--- config.mk ---
export PLATFORM = sky130hd
export DESIGN_NAME = algo_4ror1w_trf_gen
export DESIGN_NICKNAME = d
export VERILOG_FILES = /design/src/rtl/algo_4ror1w_trf_gen.sv
export SDC_FILE = /design/constraint.sdc
export NUM_CORES = 1
export LEC_CHECK = 0
export BUFFER_PORTS_ARGS = -buffer_cell sky130_fd_sc_hd__buf_2
export CAP_MARGIN = 20
export CORE_AREA = 2 2 167 169
export DETAILED_ROUTE_END_ITERATION = 10
export DIE_AREA = 0 0 169 171
export HOLD_SLACK_MARGIN = 0.15
export PLACE_DENSITY = 0.67
export SYNTH_ARGS = -nofsm -noshare
export SYNTH_HDL_FRONTEND = slang
export SYNTH_SLANG_ARGS = --single-unit
--- constraint.sdc ---
create_clock -name clk -period 6.3 [get_ports clk]
set_clock_uncertainty 0.2 [all_clocks]
set_input_delay 0.315 -clock clk [delete_from_list [all_inputs] [get_ports clk]]
set_output_delay 0.315 -clock clk [all_outputs]
set_load 0.005 [all_outputs]
--- src/rtl/algo_4ror1w_trf_gen.sv ---
// Fill-then-verify traffic generator for a 1-write / 4-read memory with a fixed read latency.
// Optional refresh insertion is enabled by defining ALGO_4ROR1W_TRF_REFR_EN.
module algo_4ror1w_trf_gen #(
  parameter int WIDTH = 64,
  parameter int BITADDR = 13,
  parameter int NUMADDR = 8192,
  parameter int DELAY = 2,
  parameter logic [WIDTH-1:0] SEED = '0,
  parameter int REFFREQ = 6
) (
  input  logic                 clk,
  input  logic                 rst,
  input  logic                 ready,
  input  logic                 start,
  output logic                 write,
  output logic [BITADDR-1:0]   wr_adr,
  output logic [WIDTH-1:0]     din,
  output logic [3:0]           read,
  output logic [4*BITADDR-1:0] rd_adr,
  output logic                 refr,
  input  logic [3:0]           rd_vld,
  input  logic [4*WIDTH-1:0]   rd_dout,
  input  logic [3:0]           rd_serr,
  input  logic [3:0]           rd_derr,
  output logic                 busy,
  output logic                 done,
  output logic                 err,
  output logic [15:0]          err_cnt
);

  localparam int CW  = BITADDR + 2;
  localparam int DCW = $clog2(DELAY + 1);

  if (DELAY < 1 || REFFREQ < 2) begin : g_bad_param
    $error("algo_4ror1w_trf_gen: DELAY must be >= 1 and REFFREQ >= 2");
  end

  typedef enum logic [2:0] {IDLE, FILL, READ, DRAIN, DONE} state_t;

  state_t          state, state_nxt;
  logic [CW-1:0]   cnt, cnt_nxt;
  logic [DCW-1:0]  dcnt, dcnt_nxt;
  logic            issue;
  logic            refr_now;
  logic [2:0]      nerr;
  logic [15:0]     err_cnt_nxt;
  logic [3:0]      pvld [DELAY];
  logic [4*WIDTH-1:0] pdat [DELAY];

  // Single-bit errors are corrected by the memory, so they never count.
  logic unused_serr;
  assign unused_serr = ^rd_serr;

  function automatic logic [BITADDR-1:0] wrap_adr(input logic [CW-1:0] a);
    logic [CW-1:0] w;
    w = (a >= CW'(NUMADDR)) ? a - CW'(NUMADDR) : a;
    return w[BITADDR-1:0];
  endfunction

  function automatic logic [15:0] sat_add(input logic [15:0] a, input logic [2:0] b);
    logic [16:0] s;
    s = {1'b0, a} + 17'(b);
    return s[16] ? 16'hFFFF : s[15:0];
  endfunction

`ifdef ALGO_4ROR1W_TRF_REFR_EN
  localparam int RW = $clog2(REFFREQ);
  logic [RW-1:0] rcnt;

  assign refr_now = ready && (rcnt == RW'(REFFREQ - 1));

  always_ff @(posedge clk) begin
    if (!rst) begin
      rcnt <= '0;
      refr <= 1'b0;
    end else begin
      refr <= refr_now;
      if (refr_now)
        rcnt <= '0;
      else if (ready)
        rcnt <= rcnt + 1'b1;
    end
  end
`else
  assign refr_now = 1'b0;
  assign refr     = 1'b0;
`endif

  always_comb begin
    state_nxt = state;
    cnt_nxt   = cnt;
    dcnt_nxt  = dcnt;
    issue     = (state == FILL || state == READ) && ready && !refr_now;
    case (state)
      IDLE: begin
        if (start) begin
          state_nxt = FILL;
          cnt_nxt   = '0;
        end
      end
      FILL: begin
        if (issue) begin
          if (cnt == CW'(NUMADDR - 1)) begin
            state_nxt = READ;
            cnt_nxt   = '0;
          end else begin
            cnt_nxt = cnt + 1'b1;
          end
        end
      end
      READ: begin
        if (issue) begin
          cnt_nxt = cnt + CW'(4);
          if (cnt + CW'(4) >= CW'(NUMADDR)) begin
            state_nxt = DRAIN;
            dcnt_nxt  = '0;
          end
        end
      end
      DRAIN: begin
        if (dcnt == DCW'(DELAY - 1))
          state_nxt = DONE;
        else
          dcnt_nxt = dcnt + 1'b1;
      end
      DONE: state_nxt = DONE;
      default: state_nxt = IDLE;
    endcase
  end

  // command stage: control and registered memory command
  always_ff @(posedge clk) begin
    if (!rst) begin
      state  <= IDLE;
      cnt    <= '0;
      dcnt   <= '0;
      write  <= 1'b0;
      read   <= 4'b0;
      wr_adr <= '0;
      din    <= '0;
      rd_adr <= '0;
      busy   <= 1'b0;
      done   <= 1'b0;
    end else begin
      state <= state_nxt;
      cnt   <= cnt_nxt;
      dcnt  <= dcnt_nxt;
      write <= issue && (state == FILL);
      read  <= {4{issue && (state == READ)}};
      if (issue && state == FILL) begin
        wr_adr <= cnt[BITADDR-1:0];
        din    <= WIDTH'(cnt[BITADDR-1:0]) ^ SEED;
      end
      if (issue && state == READ) begin
        for (int p = 0; p < 4; p++)
          rd_adr[p*BITADDR +: BITADDR] <= wrap_adr(cnt + CW'(p));
      end
      busy <= (state_nxt == FILL) || (state_nxt == READ) || (state_nxt == DRAIN);
      done <= (state_nxt == DONE);
    end
  end

  // expectation pipe: fed from the issued read command, so its head lines up with rd_vld
  always_ff @(posedge clk) begin
    if (!rst) begin
      for (int i = 0; i < DELAY; i++) begin
        pvld[i] <= 4'b0;
        pdat[i] <= '0;
      end
    end else begin
      pvld[0] <= read;
      for (int p = 0; p < 4; p++)
        pdat[0][p*WIDTH +: WIDTH] <= WIDTH'(rd_adr[p*BITADDR +: BITADDR]) ^ SEED;
      for (int i = 1; i < DELAY; i++) begin
        pvld[i] <= pvld[i-1];
        pdat[i] <= pdat[i-1];
      end
    end
  end

  always_comb begin
    nerr = 3'd0;
    for (int p = 0; p < 4; p++) begin
      if (pvld[DELAY-1][p]) begin
        if (!rd_vld[p] || rd_derr[p] ||
            (rd_dout[p*WIDTH +: WIDTH] != pdat[DELAY-1][p*WIDTH +: WIDTH]))
          nerr = nerr + 3'd1;
      end else if (rd_vld[p]) begin
        nerr = nerr + 3'd1;
      end
    end
    err_cnt_nxt = sat_add(err_cnt, nerr);
  end

  // check stage: error accumulation
  always_ff @(posedge clk) begin
    if (!rst) begin
      err_cnt <= 16'd0;
      err     <= 1'b0;
    end else begin
      err_cnt <= err_cnt_nxt;
      err     <= err | (err_cnt_nxt != 16'd0);
    end
  end

endmodule

Word-level counts from Yosys, hierarchy flattened
Memory sizes are Yosys's and may differ from the RTL's.
Index checks and enable logic that the tools add are counted.
Widths: inputs -> output; s select.
{ "classes": {"mux": 42, "reduce_logical": 24, "eq_ne": 19, "n_bitwise": 8, "n_addsub": 13, "order_cmp": 5} }
{ "ops": {"columns": ["op", "n"], "rows": [
  ["$mux 256", 1],
  ["$mux 64", 4],
  ["$ne 64x64->1", 4],
  ["$ge 15x14->1 const B", 5],
  ["$mux 15", 4],
  ["$mux 13", 4],
  ["$sub 13x1->13 const B", 4],
  ["$mux 3", 16],
  ["$pmux 15 s3", 1],
  ["$add 15x2->15 const B", 2],
  ["$add 16x3->17", 1],
  ["$mux 16", 1],
  ["$reduce_bool 16->1", 1],
  ["$add 15x1->15 const B", 1],
  ["$add 15x3->15 const B", 1],
  ["$eq 15x13->1 const B", 1],
  ["$pmux 3 s5", 1],
  ["$eq 3x2->1 const B", 4],
  ["$logic_or 1x1->1", 11],
  ["$ne 2x2->1 const B", 5],
  ["$add 3x1->3 const B", 3],
  ["$mux 4", 2],
  ["$or 1x1->1", 8],
  ["$reduce_and 4->1", 2],
  ["12 further kinds", 24]
]} }
{ "word_totals": {"elab_cells": 124, "n_memories": 2, "out_inout_bits": 154, "ram_bits": 520, "regBits": 106} }
{ "memory_table": {"columns": ["memory", "words", "width", "rd", "rd_ports_with_merged_regs", "wr", "line_no", "rtl"], "rows": [
  ["pdat", 2, 256, 2, 0, 2, "48", "logic [4*WIDTH-1:0] pdat [DELAY];"],
  ["pvld", 2, 4, 2, 0, 2, "47", "logic [3:0] pvld [DELAY];"]
]} }

Logic depth before layout (Yosys ltp)
Gate-level depths: netlist (run 1).
{ "depth": {"ltp_word": 18, "ltp_mapped": 19} }

Worst setup path after synthesis (run 1)
Ideal clock, no wire load.
{ "synth_path": {"path_type": "flip-flop to flip-flop", "startpoint": "memory pvld[1][2] (netlist: pvld[0][6])", "endpoint": "register err", "stages_incl_launch_ff": 19, "path_buffers": 1, "synth_period_minus_slack_ns": 4.846, "path_slack_ns": 1.454, "required_ns": 5.967, "arrival_ns": 4.513, "cell_sequence": "dfxtp_1 -> buf_2 -> nor4b_1 -> nand4_1 -> nor4_1 -> a31oi_1 -> ha_1 -> mux2_2 -> ha_1 -> mux2_4 -> ha_1 -> mux2i_1 -> fa_1 -> nand2b_1 -> a2111oi_1 -> mux2i_1 -> nand4_1 -> nor4b_2 -> a31oi_1"} }
{ "synth_lines": {"columns": ["item", "line_no", "rtl"], "rows": [
  ["start: declaration", "47", null],
  ["end signal: assignment", "202", "err <= err | (err_cnt_nxt != 16'd0);"],
  ["end: declaration", "27", "output logic err,"]
]} }

==> run metrics, run 1 <==
FF+latch count, synth 206; final net count 1697; Reg area 0.00412 sq mm; Crit Path Max Fanout 5; first-pass GRT wire length 44.1 mm; final worst path period need 5.53 ns; Post-synth EDFFs 0; Async S/R FF share, synth 0%; post-synthesis compound-gate area fraction 9.82%; Critical Path RT 6.46 ns; max-cap violation count 0; post-synth cell types 65; Post-Synth Simple-Gate Area 25.8%; main combinational cell family by area after synthesis simple AND/OR/NAND/NOR gates; multi-input logic area 0.00481 sq mm; Pins Over Slew Limit 0; Fin. Hold Viols 0; Area Overhead vs Synth 27.0%; I/O Pins 426; Starting DRT DRC Count 545; Core Region 0.0273 sq mm; gr ovfl total 0; largest net degree at the start of global routing 112; full die area 0.0289 sq mm; CP Cell Sequence xor2_1 -> nor4_1 -> nand4_1 -> nor4_1 -> buf_4 -> nand2_1 -> ha_1 -> mux2_2 -> ha_1 -> mux2_4 -> ha_1 -> mux2i_1 -> fa_1 -> nand2b_1 -> a2111oi_1 -> mux2i_1 -> nand4_1 -> nor4b_2 -> a31oi_1; Post-Synth XOR/XNOR Area 8.87%; Most used DFF post-synth dfxtp_1; vias in the first global route 7877; final setup vio count 0; CP peak stage delay 0.52 ns; setup TNS 0 ns; layout cells sized above 1 31.5%; RSZ-0062 raised after global routing no; post-synthesis adder-cell area fraction 2.30%; initial antenna violation count 5; leak pwr 5.18 nW; average size of a mapped cell 8.86 sq um; crit path capture type flip-flop; Die Y 171 um; final cycle utilization of the critical path 87.8%; sequential share of the synthesized area 43.1%; Synth top area share 43.1%; HPWL after DPL 23.0 mm; Worst EP arrival 5.69 ns; Slew headroom 35.0%; Initial Util 35.0%; final WL 30.0 mm; Worst-Margin Slew 0.975 ns; die extent in x 169 um; # fillers 2705; Ys Warns 0; post-cts gate resize count 0; CTS max path bufs 3; GRT Util Overall 19.6%; top cells by area, synth dfxtp_1 43%, and2_1 6.9%, buf_4 5.5%; area leader, netlist dfxtp_1; status completed; critical path type flip-flop to flip-flop; clock sinks 206; routed vias/inst 4.88; ant diodes 0; Most common cell on crit path ha_1; routed len/inst 17.0 um; Total Power 3.00 mW; post-route ant nets 0; Achievable Freq 181 MHz; # DRC 0; Site Rows 61; Vias 8639; slowest stage cell, crit path a2111oi_1; routability cong. 0.899; Post-Syn Area 0.00957 sq mm; H-Tree Depth 1; Hold Path Class flip-flop to flip-flop; Post-Syn Instances 1081; CTS tree done; power density over the cells 247 mW/mm^2; Port-buffer cells 369; First-pass DRT Iterations 5; Worst-Skew Late Latency 0.52 ns; maximum VDD drop 136 uV; TritonCTS buffer count 24; mux cell area share after synthesis 1.37%; startpoint types flip-flop; Root Buffer clkbuf_16; clock-pin slew on the worst setup and hold paths 0.06 ns
final timing paths:
path                                   start            to  slack, ns  cells past startpoint
worst max register to register  pdat[0][329]           err       0.77                     19
worst max-delay path            pdat[0][329]           err       0.77                     19
worst min-delay path            pdat[0][140]  pdat[0][396]       0.23                      1
worst min register to register  pdat[0][140]  pdat[0][396]       0.23                      1
repair_timing:
| action | 4_1_cts | 5_1_grt |
|---|---|---|
| setup buffers | 0 | 0 |
| endpoints found under the hold margin | 2 | 0 |
| hold buffers | 2 | 0 |
synthesized netlist by cell type, drive strengths merged, types with 16 or more instances:
cell type and count:
a21oi 64, clkbuf 30, ha 16, nor4 57, nand2 106, nor3 18, a211oi 36, and2 105
nor2 83, o21ai 18, nand4 33, dfxtp 206, nand3 19, xor2 37, xnor2 60, buf 100
area by class of cell:
cell class | count | share of cell area (%)
Sequential cell | 206 | 33.9
Timing Repair Buffer | 380 | 15.9
Inverter | 12 | 0.371
Multi-Input combinational cell | 784 | 39.6
Clock buffer | 30 | 5.37
Clock inverter | 11 | 1.28
Tap cell | 346 | 3.56
worst max-delay path, delay by kind of cell (launching register included):
family          cells  cell delay, ns
mux                 4            0.95
buf+inv             1            0.23
flops               1            0.31
simple gates        7            1.62
compound gates      2            0.62
fa+ha+maj           4            1.29
xor+xnor            1            0.15
metrics by stage:
stage	hold slack [ns]	cell area [sq um]	std cells	worst slack (ns)	utilization, %
floorplan	0.206	9760	1132	1.45	-
global placement	0.213	11300	1726	0.724	41.5
detailed placement	0.214	11300	1726	0.585	41.5
CTS	0.227	12200	1769	0.716	44.5
global route	0.235	12200	1769	0.352	44.5
finish	0.229	12200	1769	0.767	44.5
metal layers:
layer | vias to the layer above | GRT usage, % | share of wire (%)
met5 | - | 0 | 0.033
met4 | 2 | 5.28 | 1.9
met3 | 45 | 2.85 | 6.3
met2 | 332 | 32.7 | 48
met1 | 3989 | 26.6 | 44
li1 | 4271 | - | -
sequential cells by signal, summed over array words and instances (netlist names), 2 cells and up:
name,count
pvld,2
din,13
pdat,100
rd_adr,50
dcnt,2
state,3
cnt,15
err_cnt,16
cell families (layout without fill, tap and decap cells):
kind of cell | count (synthesis) | after routing
adder cells (fa/ha/maj) | 17 | 17
AND/OR/NAND/NOR | 456 | 456
flip-flops | 206 | 206
buffers and inverters | 142 | 433
multiplexers | 12 | 12
AO/OA/AOI/OAI | 150 | 150
XOR/XNOR | 97 | 97
other | 1 | 52
placed cells by master, fill, tap and decap left out, drive strengths merged, types with 3 or more instances in the layout:
master,n
a211oi,36
a21oi,64
a31oi,11
and2,105
and3,3
buf,378
bufinv,3
clkbuf,30
clkinv,5
conb,52
dfxtp,206
ha,16
inv,14
mux2,6
mux2i,6
nand2,106
nand2b,5
nand3,19
nand4,33
nor2,83
nor3,18
nor3b,5
nor4,57
nor4b,7
o21ai,18
or3,5
xnor2,60
xor2,37
report_power, final:
group,total [mW],internal [mW],switching [mW]
clock network,1.40,0.860,0.536
logic,0.272,0.130,0.142
registers,1.33,1.32,0.0145
Note: power is estimated with default switching activity, not from simulation.
==> run 2, diff against run 1 <==
--- a/config.mk
+++ b/config.mk
@@ -12,6 +12,7 @@
 export DIE_AREA = 0 0 169 171
 export HOLD_SLACK_MARGIN = 0.15
 export PLACE_DENSITY = 0.67
+export RECOVER_POWER = 100
 export SYNTH_ARGS = -nofsm -noshare
 export SYNTH_HDL_FRONTEND = slang
 export SYNTH_SLANG_ARGS = --single-unit
==> run metrics, run 2 (same netlist as run 1, synthesis figures left out) <==
Final Instance Area 0.0120 sq mm (-0.90%); Worst-Skew Late Latency 0.52 ns (about the same); max-cap violation count 1 (+1); pre-CTS setup slack 0.585 ns (unchanged); Most common cell on crit path ha_1; Core Region 0.0273 sq mm (unchanged); worst hold path cell count 1 (unchanged); Starting DRT DRC Count 550 (+0.92%); H-Tree Depth 1 (unchanged); CTS max path bufs 3 (unchanged); most common cell after layout, fill and taps aside buf_2; routability cong. 0.899 (unchanged); Comb pwr share 8.9% (-0.2 points); Total Power 3.00 mW (about the same); I/O Pins 426 (unchanged); Site Rows 61 (unchanged); Flop pwr share 44.4% (about the same); crit path capture type flip-flop; Pins Over Slew Limit 112 (+112); Slew headroom -168% (-200 points); final setup vio count 0 (unchanged); routed len/inst 17.0 um (+0.24%); First-pass DRT Iterations 5 (unchanged); Root Buffer clkbuf_16; placed cell count 1726 (unchanged); routed vias/inst 4.89 (+0.20%); GRT Util Overall 19.6% (unchanged); Worst-Margin Slew 4.02 ns (+3.04 ns); final WL 30.1 mm (+0.24%); max FFs per register 100 (unchanged); startpoint types flip-flop; HPWL after DPL 23.0 mm (unchanged); first-pass GRT wire length 44.1 mm (unchanged); layout cells sized above 1 26.3% (-5.2 points); post-route ant nets 0 (unchanged); TritonCTS buffer count 24 (unchanged); status finished with violations; final worst path period need 5.68 ns (+0.147 ns); setup TNS 0 ns (unchanged); clock sinks 206 (unchanged); placed inst area 0.0113 sq mm (unchanged); R2R setup slack 0.62 ns (-0.15 ns); Largest Register pdat; CP Cell Sequence xor2_1 -> nor4_1 -> nand4_1 -> nor4_1 -> clkbuf_1 -> nand2_1 -> ha_1 -> mux2_2 -> ha_1 -> mux2_4 -> ha_1 -> mux2i_1 -> fa_1 -> nand2b_1 -> a2111oi_0 -> mux2i_1 -> nand4_1 -> nor4b_1 -> a31oi_1; full die area 0.0289 sq mm (unchanged); Critical Path RT 6.45 ns (about the same); Die Y 171 um (unchanged); Internal Power 2.30 mW (-0.18%); CTS tree done; largest net degree at the start of global routing 112 (unchanged); sw power 0.695 mW (+0.41%); leak pwr 4.84 nW (-6.6%); violated checks capacitance limit, slew limit; # fillers 2743 (+1.4%); Achievable Freq 176 MHz (-2.6%); Worst EP arrival 5.83 ns (+0.14 ns); initial antenna violation count 5 (unchanged); Non-Filler Instances 1769 (unchanged); Hold WS 0.228 ns (-0.000580 ns); vias in the first global route 7877 (unchanged); CP peak stage delay 0.56 ns (+0.04 ns); final cycle utilization of the critical path 90.2% (+2.3 points); # DRC 0 (unchanged); clock-pin slew on the worst setup and hold paths 0.06 ns (about the same); Hold Path Class flip-flop to flip-flop; gr ovfl total 0 (unchanged); RSZ-0062 raised after global routing no; die extent in x 169 um (unchanged); ant diodes 0 (unchanged); Area Overhead vs Synth 25.8%; power density over the cells 249 mW/mm^2 (+0.86%); Initial Util 35.0% (unchanged); final net count 1697 (unchanged); maximum VDD drop 137 uV (+0.66%); Vias 8656 (+0.20%); slowest stage cell, crit path a2111oi_0; Largest regs pdat (100), rd_adr (50), err_cnt (16); clock network power share 46.7% (+0.2 points); most frequent cells in the layout 301 x buf_2, 206 x dfxtp_1, 105 x nand2_1, 81 x nor2_1, 73 x clkbuf_1; Crit Path Max Fanout 5 (unchanged); Switching Share 23.2% (+0.10 points); FF-to-FF path depth 19 (unchanged); final setup margin 0.620 ns (-0.147 ns); critical path type flip-flop to flip-flop; Fin. Hold Viols 0 (unchanged); final core occ 44.1% (-0.40 points); Port-buffer cells 369 (unchanged)
[run 2: path summary, 6_finish.rpt]
path | startpoint | end
setup / recovery | pdat[0][329] | err
hold / removal | pdat[0][140] | pdat[0][396]
setup reg to reg | pdat[0][329] | err
hold reg to reg | pdat[0][140] | pdat[0][396]
[run 2: power groups by stage]
stage	registers (mW)	clock network [mW]	logic [mW]
detailed placement	1.36	0	0.271
floorplan	1.35	0	0.163
CTS	1.33	1.43	0.272
global route	1.33	1.49	0.297
global placement	1.36	0	0.265
finish	1.33	1.40	0.266
[run 2: metal layers]
metal	up-vias	track usage (%)	wire length [um]
met4	2	5.28	492
met5	-	0	10
met1	4034	26.6	13300
met2	318	32.7	14400
li1	4265	-	-
met3	37	2.85	1870
[run 2: final cells by class]
| cell class | instances | area, sq um | share of cell area (%) |
|---|---|---|---|
| tap | 346 | 433 | 3.59 |
| timing repair buffer | 380 | 1840 | 15.3 |
| sequential | 206 | 4120 | 34.2 |
| multi-input combinational | 784 | 4790 | 39.8 |
| clock inverter | 11 | 155 | 1.29 |
| inverter | 12 | 45.0 | 0.374 |
| clock buffer | 30 | 653 | 5.42 |
[run 2: timing repair]
| action | in CTS | in global routing |
|---|---|---|
| hold endpoints to repair | 2 | 0 |
| gates resized for setup | 0 | 0 |
| buffers inserted | 0 | 0 |
| hold buffers | 2 | 0 |
[run 2: worst max-delay path, delay by kind of cell, from the launching register on]
kind,cells,cell delay [ns]
AND/OR/NAND/NOR,7,1.66
multiplexers,4,0.96
flip-flops,1,0.31
XOR/XNOR,1,0.15
adder cells (fa/ha/maj),4,1.29
AO/OA/AOI/OAI,2,0.67
buffers and inverters,1,0.25
==> run 3, diff against run 2 <==
--- a/config.mk
+++ b/config.mk
@@ -7,11 +7,13 @@
 export LEC_CHECK = 0
 export BUFFER_PORTS_ARGS = -buffer_cell sky130_fd_sc_hd__buf_2
 export CAP_MARGIN = 20
-export CORE_AREA = 2 2 167 169
+export CELL_PAD_IN_SITES_DETAIL_PLACEMENT = 0
+export CELL_PAD_IN_SITES_GLOBAL_PLACEMENT = 2
+export CORE_ASPECT_RATIO = 0.6
+export CORE_UTILIZATION = 26
 export DETAILED_ROUTE_END_ITERATION = 10
-export DIE_AREA = 0 0 169 171
 export HOLD_SLACK_MARGIN = 0.15
-export PLACE_DENSITY = 0.67
+export PLACE_DENSITY = 0.83
 export RECOVER_POWER = 100
 export SYNTH_ARGS = -nofsm -noshare
 export SYNTH_HDL_FRONTEND = slang
==> run metrics, run 3 (same netlist as run 1, synthesis figures left out) <==
CP peak stage delay 0.60 ns (+0.04 ns); sw power 0.719 mW (+3.5%); leak pwr 4.76 nW (-1.6%); clock sinks 206 (unchanged); Largest regs pdat (100), rd_adr (50), err_cnt (16); final cycle utilization of the critical path 90.3% (+0.15 points); Core Region 0.0363 sq mm (+33%); Initial Util 26.4% (-8.7 points); I/O Pins 426 (unchanged); setup TNS 0 ns (unchanged); critical path type flip-flop to flip-flop; H-Tree Depth 1 (unchanged); CTS max path bufs 3 (unchanged); final worst path period need 5.69 ns (+0.00929 ns); final WL 34.2 mm (+14%); routed vias/inst 4.52 (-7.5%); placed cell count 1857 (+7.6%); Hold Path Class flip-flop to flip-flop; Worst-Skew Late Latency 0.53 ns (about the same); Worst EP arrival 5.78 ns (-0.05 ns); Crit Path Max Fanout 5 (unchanged); Area Overhead vs Synth 26.8%; routed len/inst 18.0 um (+5.6%); post-cts gate resize count 0 (unchanged); die extent in x 250 um (+48%); maximum VDD drop 160 uV (+17%); gr ovfl total 0 (unchanged); Die Y 151 um (-12%); routability cong. 0.868 (-3.4%); vias in the first global route 7717 (-2.0%); Starting DRT DRC Count 383 (-30%); TritonCTS buffer count 22 (-8.3%); final setup vio count 0 (unchanged); Flop pwr share 45.5% (+1.1 points); clock-pin slew on the worst setup and hold paths 0.06 ns (about the same); slowest stage cell, crit path a2111oi_1; initial antenna violation count 11 (+6); full die area 0.0376 sq mm (+30%); Non-Filler Instances 1903 (+7.6%); largest net degree at the start of global routing 101 (-9.8%); clock network power share 45.2% (-1.5 points); Site Rows 54 (-11%); Most common cell on crit path ha_1; Total Power 2.93 mW (-2.2%); CTS tree done; max-cap violation count 5 (+4); RSZ-0062 raised after global routing no; Largest Register pdat; First-pass DRT Iterations 5 (unchanged); # DRC 0 (unchanged); GRT Util Overall 17.2% (-2.4 points); Comb pwr share 9.3% (+0.4 points); Achievable Freq 176 MHz (-0.16%); Final Instance Area 0.0121 sq mm (+0.77%); Fin. Hold Viols 0 (unchanged); HPWL after DPL 26.7 mm (+16%); power density over the cells 241 mW/mm^2 (-3.0%); layout cells sized above 1 25.2% (-1.1 points); final net count 1697 (unchanged); Critical Path RT 6.39 ns (-0.06 ns); first-pass GRT wire length 48.5 mm (+10%); Vias 8609 (-0.54%); Worst-Margin Slew 3.32 ns (-0.700 ns); max FFs per register 100 (unchanged); most common cell after layout, fill and taps aside buf_2; status finished with violations; Internal Power 2.21 mW (-4.0%); Root Buffer clkbuf_16; # fillers 3924 (+43%); Switching Share 24.5% (+1.4 points); post-route ant nets 0 (unchanged); most frequent cells in the layout 295 x buf_2, 206 x dfxtp_1, 105 x nand2_1, 84 x clkbuf_1, 81 x nor2_1; Pins Over Slew Limit 283 (+150%); Setup Fix Bufs, Post-CTS 0 (unchanged); Port-buffer cells 369 (unchanged); Slew headroom -121% (+47 points); startpoint types flip-flop; CP Cell Sequence xor2_1 -> nor4_1 -> nand4_1 -> nor4_1 -> buf_4 -> nand2_1 -> ha_1 -> mux2_1 -> ha_1 -> mux2_4 -> ha_1 -> mux2i_1 -> fa_1 -> nand2b_1 -> a2111oi_1 -> mux2i_1 -> nand4_1 -> nor4b_2 -> a31oi_1; placed inst area 0.0115 sq mm (+1.5%); violated checks capacitance limit, slew limit; crit path capture type flip-flop
-- run 3: path summary, 6_finish.rpt --
kind | startpoint | end | slack [ns] | cells past startpoint
hold reg to reg | pdat[0][69] | pdat[0][325] | 0.22 | 1
setup reg to reg | pdat[0][329] | err | 0.61 | 19
hold / removal | pdat[0][69] | pdat[0][325] | 0.22 | 1
setup / recovery | pdat[0][329] | err | 0.61 | 19
-- run 3: layer usage --
layer / up-vias / wire (um) / GRT usage (%)
met4: 6 / 755 / 4.66
met2: 288 / 15400 / 26.8
met3: 55 / 2150 / 4.22
met1: 3997 / 15800 / 23.6
li1: 4263 / - / -
met5: - / 47 / 0
-- run 3: critical path, delay by kind of cell, from the launching register on --
family,cells,cell delay (ns)
buffers and inverters,1,0.18
and+or+nand+nor,7,1.57
muxes,4,1.03
DFF,1,0.30
adders and majority gates,4,1.32
xor gates and xnor gates,1,0.15
AOI/OAI and AO/OA,2,0.71
-- run 3: power by group through the flow --
stage                     Sequential [mW]  Clock (mW)  Combinational [mW]
after detailed placement             1.36           0               0.276
after floorplan                      1.35           0               0.163
after CTS                            1.33        1.37               0.279
after global routing                 1.33        1.43               0.306
after global placement               1.36           0               0.274
final                                1.33        1.33               0.273
-- run 3: layout make-up --
cell class | count | area (sq um) | share of cell area (%)
diodes | 4 | 10.0 | 0.0825
clock buffers | 31 | 614 | 5.06
clock inverters | 8 | 111 | 0.917
inverters | 12 | 45.0 | 0.371
multi-input cells | 784 | 4790 | 39.5
flip-flops and latches | 206 | 4120 | 34.0
well taps | 476 | 596 | 4.91
repair buffers | 382 | 1840 | 15.2
-- run 3: stage by stage --
step	hold WS [ns]	utilization (%)	worst slack, ns
2_1_floorplan	0.206	-	1.45
3_3_place_gp	0.214	31.7	0.608
3_5_place_dp	0.220	31.7	0.565
4_1_cts	0.223	33.8	0.700
5_1_grt	0.243	33.5	0.235
6_report	0.220	33.5	0.611
-- run 3: what timing repair did --
item,CTS,global route
hold endpoints to repair,11,0
endpoints found under the setup margin,0,0
hold buffers,3,0
